`src/rtl/reset_sequencer.sv`:
```
// ============================================================================
//  Module   : reset_sequencer
//  Brief    : Staged reset release/assertion sequencer. Stages are released
//             in ascending order, each after a fixed delay and gated on the
//             previous stage's acknowledge (with an optional timeout), and
//             re-asserted in descending order, one stage per cycle.
//  Revision : 1.0 - initial release
// ============================================================================
`default_nettype none

module reset_sequencer #(
    parameter int NUM_STAGES     = 3,
    parameter int STAGE_DELAY_CC = 50000,
    parameter int ACK_TIMEOUT_CC = 100000
) (
    input  logic                  piul1Clock,
    input  logic                  piul1Reset,
    input  logic                  piul1ResetReq,
    input  logic [NUM_STAGES-1:0] pivul1StageAck,
    output logic [NUM_STAGES-1:0] poulvStageReset,
    output logic                  poul1SysReady,
    output logic                  poul1AckTimeout
);

    // The counter must reach both the release delay and the ack timeout.
    localparam int c_CNT_SPAN = (STAGE_DELAY_CC > ACK_TIMEOUT_CC) ? STAGE_DELAY_CC : ACK_TIMEOUT_CC;
    localparam int c_CNT_W    = $clog2(c_CNT_SPAN + 1);
    localparam int c_IDX_W    = (NUM_STAGES > 1) ? $clog2(NUM_STAGES) : 1;

    localparam logic [c_CNT_W-1:0] c_DELAY_LAST   = c_CNT_W'(STAGE_DELAY_CC - 1);
    // When the timeout is disabled this value is never compared.
    localparam logic [c_CNT_W-1:0] c_TIMEOUT_LAST = c_CNT_W'(ACK_TIMEOUT_CC - 1);
    localparam logic [c_IDX_W-1:0] c_LAST_IDX     = c_IDX_W'(NUM_STAGES - 1);

    typedef enum logic [2:0] {
        S_HOLD     = 3'd0,
        S_RELEASE  = 3'd1,
        S_WAIT_ACK = 3'd2,
        S_READY    = 3'd3,
        S_ASSERT   = 3'd4
    } state_t;

    state_t                r_state;
    logic [c_IDX_W-1:0]    r_idx;
    logic [c_CNT_W-1:0]    r_cnt;
    logic [NUM_STAGES-1:0] r_stage;
    logic                  r_ready;
    logic                  r_timeout;

    state_t                w_state_nxt;
    logic [c_IDX_W-1:0]    w_idx_nxt;
    logic [c_CNT_W-1:0]    w_cnt_nxt;
    logic [NUM_STAGES-1:0] w_stage_nxt;
    logic                  w_ready_nxt;
    logic                  w_timeout_nxt;
    logic                  w_advance;
    logic [c_CNT_W-1:0]    w_cnt_inc;
    logic [c_IDX_W-1:0]    w_top_zero;

    // Saturating increment: a disabled ack timeout may count indefinitely.
    assign w_cnt_inc = (&r_cnt) ? r_cnt : r_cnt + 1'b1;

    // Locate the highest released stage; with a thermometer-shaped vector
    // this is the next stage to re-assert.
    always_comb begin
        w_top_zero = '0;
        for (int i = 0; i < NUM_STAGES; i++) begin
            if (!r_stage[i]) begin
                w_top_zero = c_IDX_W'(i);
            end
        end
    end

    // State register and sequencing datapath.
    always_ff @(posedge piul1Clock or posedge piul1Reset) begin
        if (piul1Reset) begin
            r_state   <= S_HOLD;
            r_idx     <= '0;
            r_cnt     <= '0;
            r_stage   <= '1;
            r_ready   <= 1'b0;
            r_timeout <= 1'b0;
        end else begin
            r_state   <= w_state_nxt;
            r_idx     <= w_idx_nxt;
            r_cnt     <= w_cnt_nxt;
            r_stage   <= w_stage_nxt;
            r_ready   <= w_ready_nxt;
            r_timeout <= w_timeout_nxt;
        end
    end

    // Next-state logic; a reset request overrides everything outside HOLD/ASSERT.
    always_comb begin
        w_state_nxt   = r_state;
        w_idx_nxt     = r_idx;
        w_cnt_nxt     = r_cnt;
        w_stage_nxt   = r_stage;
        w_ready_nxt   = r_ready;
        w_timeout_nxt = r_timeout;
        w_advance     = 1'b0;

        case (r_state)
            S_HOLD: begin
                if (!piul1ResetReq) begin
                    w_state_nxt   = S_RELEASE;
                    w_idx_nxt     = '0;
                    w_cnt_nxt     = '0;
                    w_timeout_nxt = 1'b0;
                end
            end
            S_RELEASE: begin
                if (piul1ResetReq) begin
                    w_state_nxt = S_ASSERT;
                    w_ready_nxt = 1'b0;
                end else if (r_cnt == c_DELAY_LAST) begin
                    w_stage_nxt[r_idx] = 1'b0;
                    w_cnt_nxt          = '0;
                    w_state_nxt        = S_WAIT_ACK;
                end else begin
                    w_cnt_nxt = w_cnt_inc;
                end
            end
            S_WAIT_ACK: begin
                if (piul1ResetReq) begin
                    w_state_nxt = S_ASSERT;
                    w_ready_nxt = 1'b0;
                end else if (pivul1StageAck[r_idx]) begin
                    w_advance = 1'b1;
                end else if ((ACK_TIMEOUT_CC != 0) && (r_cnt == c_TIMEOUT_LAST)) begin
                    w_timeout_nxt = 1'b1;
                    w_advance     = 1'b1;
                end else begin
                    w_cnt_nxt = w_cnt_inc;
                end
            end
            S_READY: begin
                if (piul1ResetReq) begin
                    w_state_nxt = S_ASSERT;
                    w_ready_nxt = 1'b0;
                end
            end
            S_ASSERT: begin
                if (&r_stage) begin
                    w_state_nxt = S_HOLD;
                end else begin
                    w_stage_nxt[w_top_zero] = 1'b1;
                end
            end
            default: begin
                w_state_nxt = S_HOLD;
            end
        endcase

        // Move on to the next stage, or finish the sequence.
        if (w_advance) begin
            if (r_idx == c_LAST_IDX) begin
                w_state_nxt = S_READY;
                w_ready_nxt = 1'b1;
            end else begin
                w_idx_nxt   = r_idx + 1'b1;
                w_cnt_nxt   = '0;
                w_state_nxt = S_RELEASE;
            end
        end
    end

    assign poulvStageReset = r_stage;
    assign poul1SysReady   = r_ready;
    assign poul1AckTimeout = r_timeout;

endmodule

`default_nettype wire

```
`config.mk`:
```
export PLATFORM = sky130hd
export DESIGN_NAME = reset_sequencer
export DESIGN_NICKNAME = d
export VERILOG_FILES = /design/src/rtl/reset_sequencer.sv
export SDC_FILE = /design/constraint.sdc
export NUM_CORES = 1
export LEC_CHECK = 0
export CAP_MARGIN = 20
export CORE_AREA = 2 2 61 63
export CTS_BUF_LIST = sky130_fd_sc_hd__clkbuf_4 sky130_fd_sc_hd__clkbuf_8
export DETAILED_ROUTE_END_ITERATION = 10
export DIE_AREA = 0 0 63 65
export DONT_BUFFER_PORTS = 1
export GPL_TIMING_DRIVEN = 0
export MAX_ROUTING_LAYER = met4
export PLACE_DENSITY = 0.69
export SLEW_MARGIN = 20
export SYNTH_ARGS = -nofsm -noshare
export SYNTH_HDL_FRONTEND = slang
export SYNTH_SLANG_ARGS = --single-unit
```
`constraint.sdc`:
```
create_clock -name piul1Clock -period 2.7 [get_ports piul1Clock]
set_clock_uncertainty 0.05 [all_clocks]
set_input_delay 0.54 -clock piul1Clock [delete_from_list [all_inputs] [get_ports piul1Clock]]
set_output_delay 0.54 -clock piul1Clock [all_outputs]
set_load 0.02 [all_outputs]
```
==> summary.md, run 1 <==
| Metric | Value |
|---|---|
| DIE HEIGHT | `between 60 and 70 microns` |
| Synth cell types | `52` |
| DPL Wire Length | `between 3000 and 4000 microns` |
| Cts bufs inserted | `3` |
| Die area | `~0.0041 sq mm` |
| Status | `completed` |
| Leakage | `0.742 nW` |
| Final period demand of the worst path | `2.50 ns` |
| Fin nets | `228` |
| Post-CTS Hold Buffers | `0` |
| Max_cap viols | `0` |
| H-tree levels | `1` |
| Setup TNS | `0 ns` |
| RSZ-0062 raised after global routing | `false` |
| Final hold violation count | `0` |
| Post-Syn Area | `0.00185 sq mm` |
| Wire length per cell | `18.2 microns` |
| Sequential-to-total area share from yosys stat | `between 30% and 40%` |
| First-pass iteration count of the detailed router | `5` |
| CP endpoint kind | `flop` |
| CTS root buf | `clkbuf_4` |
| Largest net degree at the start of global routing | `28` |
| Final WL | `4880 microns` |
| Total I/O pin count | `11` |
| # rows | `22` |
| Slew HR | `54.0%` |
| Vias/cell | `around 6.6` |
| DR iter-0 viols | `186` |
| Worst Tran Pin Value | `0.685 ns` |
| CTS tree | `built` |
| Max Buffers Root-to-Sink | `2` |
| PD cells | `573 mW/mm^2` |
| Wire length of the first global-routing pass | `8560 microns` |
| GPL Wtd Cong | `0.950` |
| Critical path startpoint category | `flop` |
| Number of remaining DRC errors | `0` |
| Fraction of layout cells with a size suffix above 1 | `between 10% and 20%` |
| Worst skew pair latency | `approximately 0.33 ns` |
| Synth Net Count | `223` |
| Post-CTS Setup Bufs | `0` |
| Critical path type | `reg -> reg` |
| Mapped Cells | `approximately 220` |
| Initial Util | `between 50% and 60%` |
| Post-CTS sizing | `0` |
| Antenna Nets Post-Route | `0` |
| Commonest register cell after synthesis | `dfrtp_1` |
| Antenna violations before repair | `0` |
| Max Transition Viols Final | `0` |
| Synth top area cells | `dfrtp_1 (33%), nand2_1 (5.7%), o21ai_0 (4.9%)` |
| Vias | `1780` |
| Crit path required time | `2.88 ns` |
| Clk slew on worst S/H paths | `0.15 ns` |
| Flops & latches, synth | `27` |
| Number of diodes | `0` |
| Vias in the first global route | `1782` |
| Core Region | `0.00350 sq mm` |
| Placed cell areas | `0.00191 sq mm` |
| # setup viols final | `0` |
| Post-route cell area | `between 0.0015 and 0.002 sq mm` |
| Max IR drop VDD | `0.306 mV` |
| Syn-to-layout area delta | `6.03%` |
| Fin crit share | `92.7%` |
| Achievable clock frequency | `399 MHz` |
| Gr ovfl total | `0` |
| Async SR Flop Fraction | `100%` |
| Syn_area_per_cell | `8.54 sq um` |
| Worst hold path type | `in -> async` |
| Die Wd | `~63 microns` |
| Crit-path max FO | `10` |
| Worst EP arrival | `between 2 and 3 ns` |
| GRT Util Overall | `26.9%` |
| Port bufs | `0` |
| Post-synth EDFFs | `0` |
| Synth area leader | `dfrtp_1` |
| Yosys warning count | `0` |
| Clock Sinks | `27` |
| Area share of the largest cell type after synthesis | `32.5%` |
synthesized netlist by cell type (all sizes together), types with 4 or more instances:
cell type and count:
mux2i 4, nand3b 4, and4 4, a31oi 10, inv 5, dfrtp 24, nor2 17, a21oi 11
nand3 15, buf 7, nand2 29, o211ai 4, nand4 9, and2 4, o21ai 19
logic make-up after synthesis:
kind of cell	Yosys count	synth area share (%)
compound gates	69	24.7
fa+ha+maj	1	0.678
buf+inv	15	4.88
flops	27	36.8
mux	5	2.78
simple gates	99	30.2
stage by stage:
| stage | util [%] | hold slack (ns) | std cells | total power, mW | setup slack [ns] |
|---|---|---|---|---|---|
| 6_report | 56.0 | 0.0669 | 268 | 1.12 | 0.197 |
| 5_1_grt | 56.0 | 0.117 | 268 | 1.19 | 0.0609 |
| 4_1_cts | 55.4 | 0.308 | 268 | 1.11 | 0.0896 |
| 3_5_place_dp | 54.5 | 0.484 | 264 | 0.915 | 0.124 |
| 3_3_place_gp | 54.5 | 0.482 | 264 | 0.907 | 0.137 |
| 2_1_floorplan | - | 0.441 | 216 | 0.804 | 0.530 |
sequential cells by signal (all words and copies together) (netlist names):
| register | flops |
|---|---|
| poul1SysReady | 1 |
| r_cnt | 17 |
| r_idx | 2 |
| r_state | 3 |
| poul1AckTimeout | 1 |
| poulvStageReset | 3 |
worst max-delay path, cell delays in order, from the launching register on:
cell and delay [ns]:
dfrtp_1 0.44, ha_2 0.29, and3_1 0.23, nand4b_1 0.19, o31ai_2 0.29, clkbuf_4 0.26
o21ai_2 0.15, buf_2 0.23, a32oi_1 0.18, nand3_1 0.10
per-layer routing:
layer | wire, microns | GRT usage [%]
met1 | 2190 | 37.2
met2 | 2210 | 40.2
met3 | 381 | 3.13
met4 | 93 | 11.4
met5 | 0 | -
final cells by class:
type,count,area [sq um]
fillers,335,1540
multi-input cells,174,1090
flip-flops and latches,27,679
plain buffers,10,73.8
well taps,48,60.1
clock buffers,4,30.0
inverters,5,18.8
power by group:
part / total, mW / internal [mW] / leakage (nW) / switching [mW]
clock network: 0.197 / 0.0680 / 0.0184 / 0.129
registers: 0.468 / 0.438 / 0.363 / 0.0303
logic: 0.458 / 0.155 / 0.361 / 0.302
total: 1.12 / 0.661 / 0.742 / 0.461
placed cells by master (no fill, tap or decap), types with 3 or more instances in the layout:
| cell type | count |
|---|---|
| dfstp_2 | 3 |
| nand3b_1 | 4 |
| dfrtp_1 | 24 |
| nand3_1 | 15 |
| clkbuf_4 | 5 |
| nand2_1 | 28 |
| o21ai_0 | 18 |
| a31oi_1 | 10 |
| o211ai_1 | 4 |
| nand4_1 | 9 |
| a32oi_1 | 3 |
| nor2_1 | 17 |
| a21oi_1 | 11 |
| clkbuf_1 | 3 |
| mux2i_1 | 4 |
| buf_6 | 4 |
| a22oi_1 | 3 |
| inv_1 | 4 |
| and4_1 | 4 |
| and2_1 | 3 |
worst paths after layout:
kind / start / to / slack (ns) / cells after the start
min in group piul1Clock: piul1ResetReq / r_idx[0]$_DFF_PP0_ / 0.35 / 3
worst max-delay path: r_cnt[0]$_DFF_PP0_ / r_cnt[3]$_DFF_PP0_ / 0.20 / 9
max in group asynchronous: piul1Reset / r_cnt[16]$_DFF_PP0_ / 2.15 / 1
worst min-delay path: piul1Reset / r_cnt[3]$_DFF_PP0_ / 0.07 / 1
worst max register to register: r_cnt[0]$_DFF_PP0_ / r_cnt[3]$_DFF_PP0_ / 0.20 / 9
worst min register to register: poulvStageReset[0]$_DFFE_PP1P_ / poulvStageReset[0]$_DFFE_PP1P_ / 0.51 / 2
(Power assumes the default switching activity.)
==> inputs of run 2 (changes only) <==
--- a/config.mk
+++ b/config.mk
@@ -13,7 +13,7 @@
 export DONT_BUFFER_PORTS = 1
 export GPL_TIMING_DRIVEN = 0
 export MAX_ROUTING_LAYER = met4
-export PLACE_DENSITY = 0.69
+export PLACE_DENSITY = 0.72
 export SLEW_MARGIN = 20
 export SYNTH_ARGS = -nofsm -noshare
 export SYNTH_HDL_FRONTEND = slang
==> constraint.sdc (replaced) <==
create_clock -name piul1Clock -period 2.2 [get_ports piul1Clock]
set_clock_uncertainty 0.05 [all_clocks]
set_input_delay 0.44 -clock piul1Clock [delete_from_list [all_inputs] [get_ports piul1Clock]]
set_output_delay 0.44 -clock piul1Clock [all_outputs]
set_load 0.02 [all_outputs]
==> run 2 against run 1 <==
The run now ends with hold timing, setup timing left. Register-to-register slack got worse by 0.24 ns. Global-route usage fell by 1.2 points. Cell count rose by 7.8%. Worst hold slack got worse by 0.10 ns. Combinational power rose by 61%. Routed wire length rose by 6.5%. Sequential power rose by 25%. Largest cell class unchanged. Highest routed layer unchanged.
==> summary.md, run 2 (synthesis gave the netlist of run 1 again) <==
| Metric | Value |
|---|---|
| Crit path required time | `2.39 ns (-0.49 ns)` |
| Largest net degree at the start of global routing | `28 (unchanged)` |
| Wire length per cell | `18.0 microns (-1.3%)` |
| Vias in the first global route | `1687 (-5.3%)` |
| Worst path bufs/invs | `1 (-1)` |
| Port bufs | `0 (unchanged)` |
| Max IR drop VDD | `0.641 mV (+110%)` |
| Clk pwr share | `14.8% (-2.7 points)` |
| Final hold violation count | `24 (+24)` |
| Final non-filler cell total | `289 (+7.8%)` |
| Syn-to-layout area delta | `23.9%` |
| Most flop-heavy register | `r_cnt` |
| Final WL | `5190 microns (+6.5%)` |
| Die area | `0.00410 sq mm (unchanged)` |
| Cts bufs inserted | `3 (unchanged)` |
| Net Switching | `0.643 mW (+39%)` |
| Vias | `1918 (+7.8%)` |
| Multi-input logic area | `0.00124 sq mm (+14%)` |
| Dpl cells | `264 (unchanged)` |
| Switching Fraction | `41.5% (+0.38 points)` |
| Max_cap viols | `0 (unchanged)` |
| Antenna Nets Post-Route | `0 (unchanged)` |
| Commonest cells after routing, fill and taps aside | `nand2_1 (27), buf_4 (21), dfrtp_1 (19)` |
| Wire length of the first global-routing pass | `8070 microns (-5.8%)` |
| Setup TNS | `-0.0433 ns (-0.0433 ns)` |
| H-tree levels | `1 (unchanged)` |
| Crit-path max FO | `5 (-5)` |
| Number of remaining DRC errors | `0 (unchanged)` |
| Initial Util | `52.8% (unchanged)` |
| CP endpoint kind | `flop` |
| Fin nets | `249 (+9.2%)` |
| Vias/cell | `6.64 (about the same)` |
| Post-CTS Hold Buffers | `0 (unchanged)` |
| Max Transition Viols Final | `0 (unchanged)` |
| Status | `finished with violations` |
| GPL Wtd Cong | `0.927 (-2.3%)` |
| CTS tree | `built` |
| Core Region | `0.00350 sq mm (unchanged)` |
| P_int | `0.907 mW (+37%)` |
| Achievable clock frequency | `446 MHz (+12%)` |
| GRT Util Overall | `25.7% (-1.2 points)` |
| RSZ-0062 raised after global routing | `true` |
| Flop pwr share | `37.6% (-4.1 points)` |
| Fin crit share | `102% (+9.2 points)` |
| Slew HR | `56.5% (+2.5 points)` |
| FF-to-FF End | `r_state[1]$_DFFE_PP0P_` |
| Reg area | `686 sq um (+0.92%)` |
| Top delay family on crit path | `simple AND/OR/NAND/NOR gates` |
| Worst hold margin | `-0.0369 ns (-0.104 ns)` |
| Final period demand of the worst path | `2.24 ns (-0.260 ns)` |
| Failing checks | `hold timing, setup timing` |
| Worst path depth | `7 (-2)` |
| Antenna violations before repair | `0 (unchanged)` |
| Die Wd | `63 microns (unchanged)` |
| Slowest cell on crit path | `or4b_4` |
| First-pass iteration count of the detailed router | `5 (unchanged)` |
| Crit path largest cell delay | `0.54 ns (+0.10 ns)` |
| Critical path type | `reg -> reg` |
| Crit path cell chain | `or4b_4, nor3b_4, buf_6, a21bo_4, nand2_4, a22o_1, mux2_4` |
| Max Buffers Root-to-Sink | `2 (unchanged)` |
| CTS root buf | `clkbuf_4` |
| Fraction of layout cells with a size suffix above 1 | `32.4% (+19 points)` |
| Fillers | `284 (-15%)` |
| DPL Wire Length | `3260 microns (-9.0%)` |
| Final Power | `1.55 mW (+38%)` |
| DIE HEIGHT | `65 microns (unchanged)` |
| Clk slew on worst S/H paths | `0.16 ns (about the same)` |
| Gr ovfl total | `0 (unchanged)` |
| Worst Tran Pin Value | `0.651 ns (-0.0348 ns)` |
| # rows | `22 (unchanged)` |
| Worst EP arrival | `2.43 ns (-0.26 ns)` |
| Clock Sinks | `27 (unchanged)` |
| DR iter-0 viols | `175 (-5.9%)` |
| PD cells | `678 mW/mm^2 (+18%)` |
| Final WS setup | `-0.0433 ns (-0.240 ns)` |
| Worst skew pair latency | `0.34 ns (about the same)` |
| Number of diodes | `0 (unchanged)` |
| Max reg flops | `17 (unchanged)` |
| Worst hold path type | `in -> async` |
| Leakage | `0.875 nW (+18%)` |
| Origin of the critical flop-to-flop path | `r_cnt[8]$_DFF_PP0_` |
| Most common cell after layout, fill and taps aside | `nand2_1` |
| Total I/O pin count | `11 (unchanged)` |
| FF-to-FF path depth | `7 (-2)` |
| Critical path startpoint category | `flop` |
| # setup viols final | `1 (+1)` |
| Flop-to-flop setup slack | `-0.04 ns (-0.24 ns)` |
| Comb pwr share | `47.6% (+6.8 points)` |
==> run 2: cell type report <==
cell class,count,share of cell area [%]
Multi-Input combinational cell,174,54.4
Sequential cell,27,30.0
Timing Repair Buffer,23,7.93
Buffer,8,3.01
Tap cell,48,2.63
Clock buffer,3,0.985
Inverter,5,0.821
Clock inverter,1,0.219
==> run 2: worst max path at each step <==
stage,startpoint,to,slack [ns]
finish,r_cnt[8]$_DFF_PP0_,r_state[1]$_DFFE_PP0P_,-0.04
global route,r_cnt[14]$_DFF_PP0_,r_state[1]$_DFFE_PP0P_,-0.09
CTS,r_cnt[6]$_DFF_PP0_,r_state[1]$_DFFE_PP0P_,-0.10
detailed placement,r_cnt[11]$_DFF_PP0_,r_cnt[3]$_DFF_PP0_,-0.44
global placement,r_cnt[11]$_DFF_PP0_,r_cnt[3]$_DFF_PP0_,-0.50
floorplan,r_cnt[6]$_DFF_PP0_,r_state[1]$_DFFE_PP0P_,0.03
==> run 2: through the flow <==
stage	util (%)	worst slack [ns]	cell area, sq um	hold WS [ns]
floorplan	-	0.0296	1850	0.440
global placement	54.5	-0.500	1910	0.473
detailed placement	54.5	-0.438	1910	0.473
CTS	59.7	-0.103	2090	0.215
global route	65.4	-0.0878	2290	-0.000770
finish	65.4	-0.0433	2290	-0.0369
==> run 2: routing by layer <==
metal	global-route usage [%]	up-vias	routed length [microns]
li1	-	885	-
met1	34.6	895	2200
met2	39.8	117	2340
met3	3.65	21	492
met4	9.44	0	163
met5	-	-	0
==> run 2: what timing repair did <==
| action | 4_1_cts | 5_1_grt |
|---|---|---|
| setup buffers | 9 | 13 |
| endpoints found under the setup margin | 20 | 22 |
| pin swaps | 4 | 22 |
| resized for setup | 18 | 35 |
| cloned | 1 | 0 |
==> run 2: power by group through the flow <==
stage | clock network [mW] | registers [mW] | logic, mW
2_1_floorplan | 0 | 0.573 | 0.414
3_3_place_gp | 0 | 0.579 | 0.534
3_5_place_dp | 0 | 0.580 | 0.529
4_1_cts | 0.228 | 0.578 | 0.629
5_1_grt | 0.256 | 0.587 | 0.803
6_report | 0.229 | 0.583 | 0.738
==> patch: new RTL, flow settings as in run 2 <==
Put one more register stage on the output `poul1AckTimeout`, cleared by the reset. The value now appears one clock later. The other outputs are not delayed to match.
--- a/src/rtl/reset_sequencer.sv
+++ b/src/rtl/reset_sequencer.sv
@@ -167,7 +167,13 @@
 
     assign poulvStageReset = r_stage;
     assign poul1SysReady   = r_ready;
-    assign poul1AckTimeout = r_timeout;
+    always_ff @(posedge piul1Clock or posedge piul1Reset) begin
+        if (piul1Reset) begin
+            poul1AckTimeout <= '0;
+        end else begin
+            poul1AckTimeout <= r_timeout;
+        end
+    end
 
 endmodule
 
Formal check against the unedited RTL: no difference found for any inputs over 10 cycles, from zero or initial values and one cycle with piul1Reset high; that may be too few to reach the edited logic, so the function may still have changed.
==> patch against run 2 <==
The run still ends with negative hold slack, negative setup slack left; wire length rose by 19%; area after synthesis rose by 3.9%; sequential cell count rose by 1; sequential share of layout area fell by 2.4 points; worst setup slack got worse by 0.30 ns; synthesized cell count rose by 3.7%; non-clock buffer count rose by 4; final area rose by 12%; total power rose by 33%; core utilization rose by 8.1 points; highest routed layer unchanged.
==> patch: results (changes against run 2) <==
| Metric | Value |
|---|---|
| Register area share after synthesis | 0.367 (-0.000882) |
| Post-synth cell types | 59 (+13%) |
| Avg Cell Area, Syn | 8.56 sq um (+0.22%) |
| Detailed Route WL | 6.17 mm (+19%) |
| Vias per inst | 6.92 (+4.2%) |
| #MultiIn Comb | 181 (+4.0%) |
| Synthesized Nets | 231 (+3.6%) |
| Status | finished with violations |
| Post-DP HPWL | 3.71 mm (+14%) |
| Sequential share of power | 0.346 (-0.030) |
| PnR worst setup slack | -0.338 ns (-0.295 ns) |
| Vias in the first global route | 1934 (+15%) |
| Synth top area cells | dfrtp_1, nand3_1, dfstp_2 |
| P_sw | 858 uW (+34%) |
| Overall Global Routing Usage | 0.308 (+0.0509) |
| Slew margin rel. | 0.542 (-0.0234) |
| DRT met1 WL | 2.68 mm (+21%) |
| Hold WS | -0.0173 ns (+0.0196 ns) |
| Largest net degree at the start of global routing | 17 (-39%) |
| WL/cell | 20.4 microns (+14%) |
| PnR Total Power | 2.06 mW (+33%) |
| #FFs+latches synth | 28 (+3.7%) |
| CP max-delay cell | or4_4 |
| Grt met1 use | 0.437 (+0.0914) |
| CP max stage delay | 0.58 ns (+0.04 ns) |
| Routed wl met3 | 511 microns (+3.9%) |
| Synth cell count leaders | dfrtp_1, nand2_1, nor2_1, nand3_1, a21oi_1 |
| Seq area share | 0.276 (-0.0239) |
| Req. time, crit path | 2.41 ns (+0.02 ns) |
| Final number of hold-violating endpoints | 13 (-46%) |
| Post-place setup slack | -0.440 ns (-0.00212 ns) |
| P_leak | 0.975 nW (+12%) |
| Clock network area share | 0.0204 (+0.00840) |
| DP Cell Count | 273 (+3.4%) |
| Final setup fails | 24 (+23) |
| VDD IR-drop max | 0.560 mV (-13%) |
| First-pass GRT wire length | 9.67 mm (+20%) |
| Layout non-clock buf frac | 0.115 (+0.00543) |
| Met2 usage | 0.460 (+0.0625) |
| Failing checks | negative hold slack, negative setup slack |
| Detailed Route Iter0 Violations | 310 (+77%) |
| Signal buffers | 35 (+13%) |
| Share of cells above drive strength 1 | 0.354 (+0.0307) |
patch: cell types whose count changed in the layout (fill, tap and decap cells not counted), moves of 4 or more:
cell     before  now
nand2_1      27   16
nand4_1       9    4
o21ai_0      15    7
nor4b_1       0    4
a21oi_1       7   11
a31oi_1       9    5
patch: path summary, 6_finish.rpt:
| check | start | end | slack (ns) | depth (start not counted) |
|---|---|---|---|---|
| worst max-delay path | r_cnt[11]$_DFF_PP0_ | r_cnt[10]$_DFF_PP0_ | -0.34 | 6 |
| worst min-delay path | piul1Reset | r_cnt[7]$_DFF_PP0_ | -0.02 | 1 |
| worst max register to register | r_cnt[11]$_DFF_PP0_ | r_cnt[10]$_DFF_PP0_ | -0.34 | 6 |
| worst min register to register | r_timeout$_DFFE_PP0P_ | poul1AckTimeout$_DFF_PP0_ | 0.37 | 0 |
| max in group asynchronous | piul1Reset | poulvStageReset[1]$_DFFE_PP1P_ | 1.54 | 2 |
| min in group piul1Clock | r_timeout$_DFFE_PP0P_ | poul1AckTimeout$_DFF_PP0_ | 0.37 | 0 |
patch: repair_timing:
item	4_1_cts	5_1_grt
resized for setup	34	31
buffers inserted	19	8
endpoints found under the setup margin	22	25
pin swaps	16	19
patch: cell families (layout without fill, tap and decap cells):
family | count (synthesis) | count (layout) | share of synthesized area
fa+ha+maj | 1 | 1 | 0.00652
buf+inv | 15 | 45 | 0.0307
compound gates | 73 | 73 | 0.272
simple gates | 104 | 104 | 0.307
mux | 3 | 3 | 0.0163
flops | 28 | 28 | 0.367
patch: metrics by stage:
stage	instance area, sq um	TNS [ns]
finish	2570	-5.21
global route	2570	-6.75
CTS	2360	-3.81
detailed placement	2020	-5.86
global placement	1990	-6.59
floorplan	1930	-0.845
